==> config.mk <==
export PLATFORM = sky130hd
export DESIGN_NAME = ring_decoder_monitor
export DESIGN_NICKNAME = d
export VERILOG_FILES = /design/src/rtl/ring_pkg.sv /design/src/rtl/ring_onehot_enc.sv /design/src/rtl/ring_decoder_monitor.sv
export SDC_FILE = /design/constraint.sdc
export NUM_CORES = 1
export LEC_CHECK = 0
export ABC_CLOCK_PERIOD_IN_PS = 1800
export BUFFER_PORTS_ARGS = -buffer_cell sky130_fd_sc_hd__buf_2
export CORE_ASPECT_RATIO = 0.9
export CORE_MARGIN = 2
export CORE_UTILIZATION = 40
export DETAILED_ROUTE_END_ITERATION = 10
export HOLD_SLACK_MARGIN = 0.1
export REMOVE_ABC_BUFFERS = 1
export SETUP_SLACK_MARGIN = 0.1
export SYNTH_ARGS = -nofsm -noshare
export SYNTH_HDL_FRONTEND = slang
export SYNTH_SLANG_ARGS = --single-unit
export TNS_END_PERCENT = 100
==> constraint.sdc <==
create_clock -name clk -period 1.8 [get_ports clk]
set_input_delay 0.36 -clock clk [delete_from_list [all_inputs] [get_ports clk]]
set_output_delay 0.36 -clock clk [all_outputs]
set_load 0.01 [all_outputs]
==> src/rtl/ring_pkg.sv <==
// Shared definitions for the ring counter / ring decoder pair: FSM state
// encodings, index-width helper and the rotate-left position mapping.
package ring_pkg;

  typedef enum logic [1:0] {
    ST_UNLOCKED = 2'd0,
    ST_ACQUIRE  = 2'd1,
    ST_LOCKED   = 2'd2
  } ring_state_e;

  // Minimum width used for a binary ring index.
  localparam int unsigned MinIdxW = 1;

  // Width of a binary index addressing n ring positions (never below MinIdxW).
  function automatic int unsigned idx_width(input int unsigned n);
    return (n > 2) ? $clog2(n) : MinIdxW;
  endfunction

  // Destination position of bit i after one left rotation of an n-bit ring.
  function automatic int unsigned rotl_pos(input int unsigned i, input int unsigned n);
    return (i + 1) % n;
  endfunction

endpackage

==> src/rtl/ring_onehot_enc.sv <==
// Combinational ring-code decoder: flags one-hot codes and reports the
// binary position of the set bit.
module ring_onehot_enc #(
  parameter int unsigned N    = 4,
  parameter int unsigned IdxW = 2
) (
  input  logic [N-1:0]    code,
  output logic [IdxW-1:0] idx,
  output logic            is_onehot
);

  // Clearing the lowest set bit leaves zero only for a single set bit.
  assign is_onehot = (code != '0) && ((code & (code - N'(1))) == '0);

  // OR of set-bit positions; exact whenever the code is one-hot.
  always_comb begin
    idx = '0;
    for (int i = 0; i < N; i++) begin
      if (code[i]) idx = idx | IdxW'(i);
    end
  end

endmodule

==> src/rtl/ring_decoder_monitor.sv <==
// Ring decoder / sequence monitor: decodes a sampled one-hot ring code,
// tracks lock on the left-rotation sequence and reports errors.
// Optional saturating error counter enabled by defining RING_DEC_ERR_CNT_EN;
// otherwise err_count is tied to zero.
module ring_decoder_monitor
  import ring_pkg::*;
#(
  parameter int unsigned N          = 4,
  parameter int unsigned LOCK_COUNT = 2,
  parameter int unsigned ERR_CNT_W  = 8
) (
  input  logic                    clk,
  input  logic                    rst,
  input  logic                    en,
  input  logic [N-1:0]            ring_in,
  output logic [idx_width(N)-1:0] idx,
  output logic                    idx_valid,
  output logic                    locked,
  output logic                    onehot_err,
  output logic                    seq_err,
  output logic                    wrap,
  output logic [ERR_CNT_W-1:0]    err_count
);

  localparam int unsigned IdxW  = idx_width(N);
  localparam int unsigned GoodW = $clog2(LOCK_COUNT + 1);

  ring_state_e     state_q, state_d;
  logic [N-1:0]    prev_q, prev_d;
  logic [GoodW-1:0] good_q, good_d;
  logic [IdxW-1:0] idx_q, idx_d;
  logic            idx_valid_q, idx_valid_d;
  logic            onehot_err_q, onehot_err_d;
  logic            seq_err_q, seq_err_d;
  logic            wrap_q, wrap_d;

  logic [IdxW-1:0] enc_idx;
  logic            enc_onehot;
  logic [N-1:0]    expected;
  logic            step_ok;

  ring_onehot_enc #(
    .N    (N),
    .IdxW (IdxW)
  ) u_enc (
    .code      (ring_in),
    .idx       (enc_idx),
    .is_onehot (enc_onehot)
  );

  // Expected next code is the previous sample rotated left by one.
  for (genvar g = 0; g < N; g++) begin : g_rot
    assign expected[rotl_pos(g, N)] = prev_q[g];
  end

  // A stuck code never equals its own rotation, so it fails this test too.
  assign step_ok = (ring_in == expected);

  // Next-state, prev/index tracking and error pulse generation.
  always_comb begin
    state_d      = state_q;
    prev_d       = prev_q;
    good_d       = good_q;
    idx_d        = idx_q;
    idx_valid_d  = idx_valid_q;
    onehot_err_d = 1'b0;
    seq_err_d    = 1'b0;
    wrap_d       = 1'b0;
    if (en) begin
      idx_valid_d = enc_onehot;
      if (!enc_onehot) begin
        onehot_err_d = 1'b1;
        state_d      = ST_UNLOCKED;
        good_d       = '0;
      end else begin
        idx_d  = enc_idx;
        prev_d = ring_in;
        case (state_q)
          ST_UNLOCKED: begin
            state_d = ST_ACQUIRE;
            good_d  = '0;
          end
          ST_ACQUIRE: begin
            if (!step_ok) begin
              good_d = '0;
            end else if (good_q == GoodW'(LOCK_COUNT - 1)) begin
              state_d = ST_LOCKED;
              good_d  = '0;
            end else begin
              good_d = good_q + GoodW'(1);
            end
          end
          ST_LOCKED: begin
            if (step_ok) begin
              wrap_d = prev_q[N-1];
            end else begin
              seq_err_d = 1'b1;
              state_d   = ST_ACQUIRE;
              good_d    = '0;
            end
          end
          default: begin
            state_d = ST_UNLOCKED;
            good_d  = '0;
          end
        endcase
      end
    end
  end

  // State and output registers with synchronous reset.
  always_ff @(posedge clk) begin
    if (rst) begin
      state_q      <= ST_UNLOCKED;
      prev_q       <= '0;
      good_q       <= '0;
      idx_q        <= '0;
      idx_valid_q  <= 1'b0;
      onehot_err_q <= 1'b0;
      seq_err_q    <= 1'b0;
      wrap_q       <= 1'b0;
    end else begin
      state_q      <= state_d;
      prev_q       <= prev_d;
      good_q       <= good_d;
      idx_q        <= idx_d;
      idx_valid_q  <= idx_valid_d;
      onehot_err_q <= onehot_err_d;
      seq_err_q    <= seq_err_d;
      wrap_q       <= wrap_d;
    end
  end

`ifdef RING_DEC_ERR_CNT_EN
  logic [ERR_CNT_W-1:0] err_cnt_q;

  // Saturating count of error pulses; the two error sources never coincide.
  always_ff @(posedge clk) begin
    if (rst) begin
      err_cnt_q <= '0;
    end else if ((onehot_err_d || seq_err_d) && (err_cnt_q != '1)) begin
      err_cnt_q <= err_cnt_q + ERR_CNT_W'(1);
    end
  end

  assign err_count = err_cnt_q;
`else
  assign err_count = '0;
`endif

  assign idx        = idx_q;
  assign idx_valid  = idx_valid_q;
  assign locked     = (state_q == ST_LOCKED);
  assign onehot_err = onehot_err_q;
  assign seq_err    = seq_err_q;
  assign wrap       = wrap_q;

endmodule

==> flow_metrics.tcl, run 1 <==
set metrics [dict create \
    outcome "finished, final reports clean" \
    avgSynthCellArea_sq_um 8.60 \
    synthFlopType "sky130_fd_sc_hd__dfxtp_1" \
    setup.reg_to_reg.worst_slack_ns 0.25 \
    holdCritStartpoint "en" \
    fmax_mhz 645 \
    timing.critical_path.fanout_max 4 \
    layout_worst_path_cycle_share_pct 86.2 \
    wirelength_um 1360 \
    rr_endpoint "good_q[1]$_SDFFE_PP0P_" \
    synth.area.mux_share_pct 3.92 \
    dp.final_hpwl_um 1060 \
    cts_inserted_buffers 3 \
    areaGrowthSynthToFinish_pct 8.50 \
    ant_nets 0 \
    worst_setup_hold_path_clk_slew_ns 0.08 \
    critPathTopFamily "compound AO/OA/AOI/OAI gates" \
    vdd.ir_drop.worst_uv 432 \
    synth.lib_cells_used.distinct 32 \
    async_reset_ff_share_pct 0 \
    grt_antenna_before_repair 0 \
    crit_path_top_delay_cell "sky130_fd_sc_hd__nor4_2" \
    globalplace.congestion 0.812 \
    mean_number_of_vias_per_cell 4.78 \
    number_of_standard_cells_after_synthesis 89 \
    floorplan.io_pins 22 \
    critical_path.max_stage_delay_ns 0.40 \
    track_usage_pct 13.8 \
    layout-drive-gt1-share_pct 24.0 \
    post_route_setup_tns_ns 0 \
    period_minus_slack_ns 1.55 \
    whs_endpoint "good_q[1]$_SDFFE_PP0P_" \
    fin_skew_ns 0.00456 \
    grt_pass1_vias 554 \
    final.setup.worst_slack_ns 0.249 \
    via_count 593 \
    buffers_inserted_by_post_cts_timing_repair 0 \
    count_of_flip_flops_with_a_built_in_enable_after_synthesis 0 \
    critPathArrivalTime_ns 1.75 \
    post_drt_wl_per_cell_um 11.0 \
    synth_adder_area_share_pct 0 \
    grt.overflow.total 0 \
    die_area_sq_um 2280 \
    worstReg2RegStart "prev_q[1]$_SDFFE_PP0P_" \
    drtPass1Iterations 4 \
    total_leakage_power_uw 0.000375 \
    clk_path_buf_depth 2 \
    die_h_um 45.5 \
    filler_cells_inserted 190 \
    diodes 0 \
    clock_sink_total 14 \
    ff2ff_path_depth 5 \
    numPortBuffers 13 \
    synth_xor_xnor_area_share_pct 5.72 \
    placeableCoreArea_sq_um 1730 \
    final-hold-violation-count 0 \
    place_worst_setup_slack_ns 0.0796 \
    fraction_of_the_yosys_area_taken_by_sequential_cells_pct 36.6 \
    timing.critical_path.from_type "register" \
    final-max-slew-violation-count 0 \
    clockRootBuffer "sky130_fd_sc_hd__clkbuf_4" \
    summed_instance_area_of_the_synthesized_netlist_sq_um 766 \
    initial_core_utilization_pct 44.2 \
    post-route-drc-count 0 \
    grt_first_pass_wirelength_um 2330 \
    worst_setup_path_end_kind "register" \
    register_area_sq_um 280 \
    die_w_um 50.1 \
    path_cells "xor2_1 > nor4_2 > a21boi_2 > o21ai_0 > a21oi_1" \
    multiInputGateArea_sq_um 410 \
    synth_warnings 0 \
    clk-insertion-delay-late_ns 0.27 \
    cts.hold.buffers_added 0 \
    largest_family_of_logic_cells_by_synthesized_area "simple AND/OR/NAND/NOR gates" \
    core.rowCount 14 \
    cp.buffers_inverters 0 \
    rsz0062_at_grt "false" \
    utilization_of_the_core_after_routing_pct 47.9 \
    nets 109 \
    synth_compound_gate_area_share_pct 16.3 \
    postCtsResizedCells 0 \
    grt_max_degree 13 \
    holdPathStages 2 \
    report.final.setup_viol 0 \
    setup.worst_path.class "register to register" \
    cts_max_level 1 \
    postSynthRegisterBits 14 \
    power_density_nw_per_um2 701 \
    post_synth_and_or_nand_nor_area_fraction_pct 23.7 \
    number_of_max_cap_violations 0 \
    drt-initial-drc-count 20 \
    worstHoldPathType "primary input to register" \
    clock_tree_from_tritoncts "built" \
    cp_data_required_time_ns 2.00 \
]
==> through the flow <==
stage                     hold WS [ns]  instances  power (uW)  instance area [sq um]
after floorplan                  0.429         82         391                    698
after global placement           0.461        121         425                    808
after detailed placement         0.470        121         425                    808
after CTS                        0.366        124         594                    831
after global routing             0.377        124         621                    831
final                            0.385        124         582                    831
==> report_power, final <==
group	internal (uW)	switching (uW)	leakage [uW]	total [uW]
combinational	35.5	54.7	0.000247	90.2
clock	77.4	87.5	0.0000138	165
sequential	320	6.93	0.000114	327
==> cells in the final DEF (no fill, tap or decap), types with 4 or more instances in the layout <==
master                      n
sky130_fd_sc_hd__nand2_1    5
sky130_fd_sc_hd__a21oi_1    7
sky130_fd_sc_hd__nor2_1     7
sky130_fd_sc_hd__xor2_1     4
sky130_fd_sc_hd__dfxtp_1   14
sky130_fd_sc_hd__buf_2     13
sky130_fd_sc_hd__nand2b_1   4
sky130_fd_sc_hd__nor3_1     7
sky130_fd_sc_hd__conb_1     8
==> synthesized netlist by cell type, types with 2 or more instances <==
cell | instances | area [sq um]
sky130_fd_sc_hd__nand2_1 | 5 | 18.8
sky130_fd_sc_hd__xor2_1 | 4 | 35.0
sky130_fd_sc_hd__a21o_1 | 3 | 22.5
sky130_fd_sc_hd__clkbuf_1 | 2 | 7.51
sky130_fd_sc_hd__mux2i_1 | 3 | 30.0
sky130_fd_sc_hd__a21oi_1 | 7 | 35.0
sky130_fd_sc_hd__buf_4 | 8 | 60.1
sky130_fd_sc_hd__clkbuf_2 | 2 | 10.0
sky130_fd_sc_hd__dfxtp_1 | 14 | 280
sky130_fd_sc_hd__o21ai_0 | 2 | 10.0
sky130_fd_sc_hd__o2bb2ai_1 | 2 | 17.5
sky130_fd_sc_hd__inv_1 | 2 | 7.51
sky130_fd_sc_hd__nor3_1 | 7 | 35.0
sky130_fd_sc_hd__nor2_1 | 7 | 26.3
sky130_fd_sc_hd__nand2b_1 | 4 | 25.0
==> layout make-up <==
type                       instances  area share, %
multi-input combinational         66           49.4
sequential                        14           33.7
timing repair buffer              15           9.64
tap                               24           3.61
clock buffer                       3           2.71
inverter                           2          0.904
==> how the worst max path moves through the flow <==
| stage | start | endpoint | slack, ns | cells past startpoint |
|---|---|---|---|---|
| 4_1_cts | prev_q[1]$_SDFFE_PP0P_ | good_q[1]$_SDFFE_PP0P_ | 0.25 | 5 |
| 3_5_place_dp | ring_in[2] | good_q[1]$_SDFFE_PP0P_ | 0.08 | 6 |
| 3_3_place_gp | ring_in[2] | good_q[1]$_SDFFE_PP0P_ | 0.08 | 6 |
| 6_report | prev_q[1]$_SDFFE_PP0P_ | good_q[1]$_SDFFE_PP0P_ | 0.25 | 5 |
| 5_1_grt | prev_q[1]$_SDFFE_PP0P_ | good_q[1]$_SDFFE_PP0P_ | 0.14 | 5 |
| 2_1_floorplan | ring_in[2] | good_q[1]$_SDFFE_PP0P_ | 0.39 | 5 |
==> worst register-to-register path, delay by kind of cell (launching register included) <==
family	cells	cell delay [ns]
AO/OA/AOI/OAI	3	0.60
XOR/XNOR	1	0.17
AND/OR/NAND/NOR	1	0.40
flip-flops	1	0.32
==> metal layers <==
layer / GRT usage [%] / wire, um / vias to the layer above
li1: - / - / 311
met1: 15.9 / 651 / 261
met2: 23.2 / 603 / 19
met3: 5.26 / 98 / 2
met4: 6.11 / 10 / 0
met5: 0 / 0 / -
==> cell families (layout without fill, tap and decap cells) <==
family | count (synthesis) | in the layout
multiplexers | 3 | 3
other | 1 | 8
XOR/XNOR | 5 | 5
AND/OR/NAND/NOR | 32 | 32
AO/OA/AOI/OAI | 18 | 18
buffers and inverters | 16 | 20
flip-flops | 14 | 14
==> state kept, by name (all words and copies together), names as in the netlist <==
| name | flops |
|---|---|
| wrap | 1 |
| idx_valid | 1 |
| prev_q | 4 |
| idx | 2 |
| good_q | 2 |
| state_q | 2 |
| seq_err | 1 |
| onehot_err | 1 |
Note: power is estimated with default switching activity, not from simulation.
==> inputs of run 2 (changes only) <==
--- a/config.mk
+++ b/config.mk
@@ -12,6 +12,7 @@
 export CORE_UTILIZATION = 40
 export DETAILED_ROUTE_END_ITERATION = 10
 export HOLD_SLACK_MARGIN = 0.1
+export RECOVER_POWER = 50
 export REMOVE_ABC_BUFFERS = 1
 export SETUP_SLACK_MARGIN = 0.1
 export SYNTH_ARGS = -nofsm -noshare
==> run 2 against run 1 <==
  * Non-clock buffer count stayed put
  * Highest routed layer unchanged
  * Combinational power fell by 2%
  * Largest power group unchanged
  * Count of clock-buffer cells in the layout stayed put
  * Sequential share of layout area increased by 0.36 points
  * Utilization shrank 0.50 points
  * Sequential power is essentially flat
  * Setup slack worse by 0.013 ns
==> flow_metrics.tcl, run 2 (synthesis gave the netlist of run 1 again) <==
set metrics [dict create \
    clk_path_buf_depth 2 \
    whs_endpoint "good_q[1]$_SDFFE_PP0P_" \
    fin_skew_ns 0.00288 \
    grt_met2_use_pct 23.2 \
    ant_nets 0 \
    cts.hold.buffers_added 0 \
    post-route-drc-count 0 \
    cp_data_required_time_ns 2.00 \
    worst_setup_path_end_kind "register" \
    clk-insertion-delay-late_ns 0.27 \
    vdd.ir_drop.worst_uv 433 \
    utilization_of_the_core_after_routing_pct 47.4 \
    drt-initial-drc-count 20 \
    critPathArrivalTime_ns 1.77 \
    initial_core_utilization_pct 44.2 \
    design_power_total_uw 579 \
    final.setup.worst_slack_ns 0.236 \
    period_minus_slack_ns 1.56 \
    holdCritStartpoint "en" \
    setup.worst_path.class "register to register" \
    registers.top_by_ff_count "prev_q" \
    die_area_sq_um 2280 \
    via_count 601 \
    clock_tree_from_tritoncts "built" \
    track_usage_pct 13.8 \
    floorplan.io_pins 22 \
    grt_first_pass_wirelength_um 2330 \
    holdPathStages 2 \
    die_h_um 45.5 \
    post_drt_wl_per_cell_um 11.1 \
    place_inst 121 \
    drtPass1Iterations 6 \
    final-hold-violation-count 0 \
    dp.final_hpwl_um 1060 \
    grt_pass1_vias 554 \
    gr-max-usage-layer "met2" \
    filler_cells_inserted 193 \
    gr-usage-met1_pct 15.9 \
    rr_endpoint "good_q[1]$_SDFFE_PP0P_" \
    core.rowCount 14 \
    final-max-slew-violation-count 0 \
    mean_number_of_vias_per_cell 4.85 \
    number_of_flip_flops_in_the_largest_register 4 \
    ff2ff_path_depth 5 \
    timing.critical_path.from_type "register" \
    mostFrequentLayoutCell "sky130_fd_sc_hd__dfxtp_1" \
    number_of_max_cap_violations 0 \
    total_leakage_power_uw 0.000347 \
    outcome "finished, final reports clean" \
    clockRootBuffer "sky130_fd_sc_hd__clkbuf_4" \
    timing.critical_path.fanout_max 4 \
    grt.overflow.total 0 \
    nets 109 \
    place_worst_setup_slack_ns 0.0796 \
    worstReg2RegStart "prev_q[1]$_SDFFE_PP0P_" \
    placeableCoreArea_sq_um 1730 \
    grt_max_degree 13 \
    buffers_inserted_by_post_cts_timing_repair 0 \
    postCtsResizedCells 0 \
    diodes 0 \
    setup.reg_to_reg.worst_slack_ns 0.24 \
    layout_worst_path_cycle_share_pct 86.9 \
    grt_use_met3_pct 5.26 \
    globalplace.congestion 0.812 \
    fmax_mhz 639 \
    cts_inserted_buffers 3 \
    post_route_setup_tns_ns 0 \
    grt_antenna_before_repair 0 \
    power_density_nw_per_um2 705 \
    report.final.setup_viol 0 \
    rsz0062_at_grt "false" \
    numPortBuffers 13 \
    worstHoldPathType "primary input to register" \
    cts_max_level 1 \
    areaGrowthSynthToFinish_pct 7.35 \
    wirelength_um 1370 \
    most_frequent_cells_in_the_layout "sky130_fd_sc_hd__dfxtp_1 (14), sky130_fd_sc_hd__conb_1 (8)" \
    layout-drive-gt1-share_pct 17.0 \
    die_w_um 50.1 \
    final_cells 124 \
    clock_sink_total 14 \
    worst_setup_hold_path_clk_slew_ns 0.07 \
]
[run 2: cell types whose count changed in the layout (fill, tap and decap cells not counted), sizes merged]
cell    delta
buf        -7
clkbuf     +7
[run 2: metrics by stage]
step                      area, sq um  hold slack [ns]
after global placement            808            0.461
after detailed placement          808            0.470
after CTS                         831            0.366
final                             822            0.389
after floorplan                   698            0.429
after global routing              822            0.377
[run 2: worst max path at each step]
stage | start | to | slack, ns | depth (start not counted)
6_report | prev_q[1]$_SDFFE_PP0P_ | good_q[1]$_SDFFE_PP0P_ | 0.24 | 5
5_1_grt | ring_in[2] | good_q[1]$_SDFFE_PP0P_ | 0.11 | 6
4_1_cts | prev_q[1]$_SDFFE_PP0P_ | good_q[1]$_SDFFE_PP0P_ | 0.25 | 5
3_5_place_dp | ring_in[2] | good_q[1]$_SDFFE_PP0P_ | 0.08 | 6
3_3_place_gp | ring_in[2] | good_q[1]$_SDFFE_PP0P_ | 0.08 | 6
2_1_floorplan | ring_in[2] | good_q[1]$_SDFFE_PP0P_ | 0.39 | 5
[run 2: metal layers]
metal	share of wire [%]	routed length, um
met3	7.1	97
met4	0.73	10
met5	0	0
met1	48	656
met2	44	609
[run 2: layout make-up]
cell class,instances,area [sq um],share of cell area [%]
Tap cell,24,30.0,3.65
Inverter,2,7.51,0.913
Timing Repair Buffer,15,71.3,8.68
Sequential cell,14,280,34.1
Multi-Input combinational cell,66,410,49.9
Clock buffer,3,22.5,2.74
[run 2: critical path: stages (launching register included)]
cell and delay [ns]:
sky130_fd_sc_hd__dfxtp_1 0.32, sky130_fd_sc_hd__xor2_1 0.17, sky130_fd_sc_hd__nor4_2 0.41, sky130_fd_sc_hd__a21boi_2 0.31, sky130_fd_sc_hd__o21ai_0 0.12, sky130_fd_sc_hd__a21oi_1 0.17
[run 2: power breakdown]
| group | switching [uW] | total [uW] | internal [uW] | leakage (uW) |
|---|---|---|---|---|
| Clock | 86.4 | 164 | 77.4 | 0.0000138 |
| Sequential | 6.98 | 327 | 320 | 0.000114 |
| Combinational | 54.6 | 88.4 | 33.7 | 0.000219 |
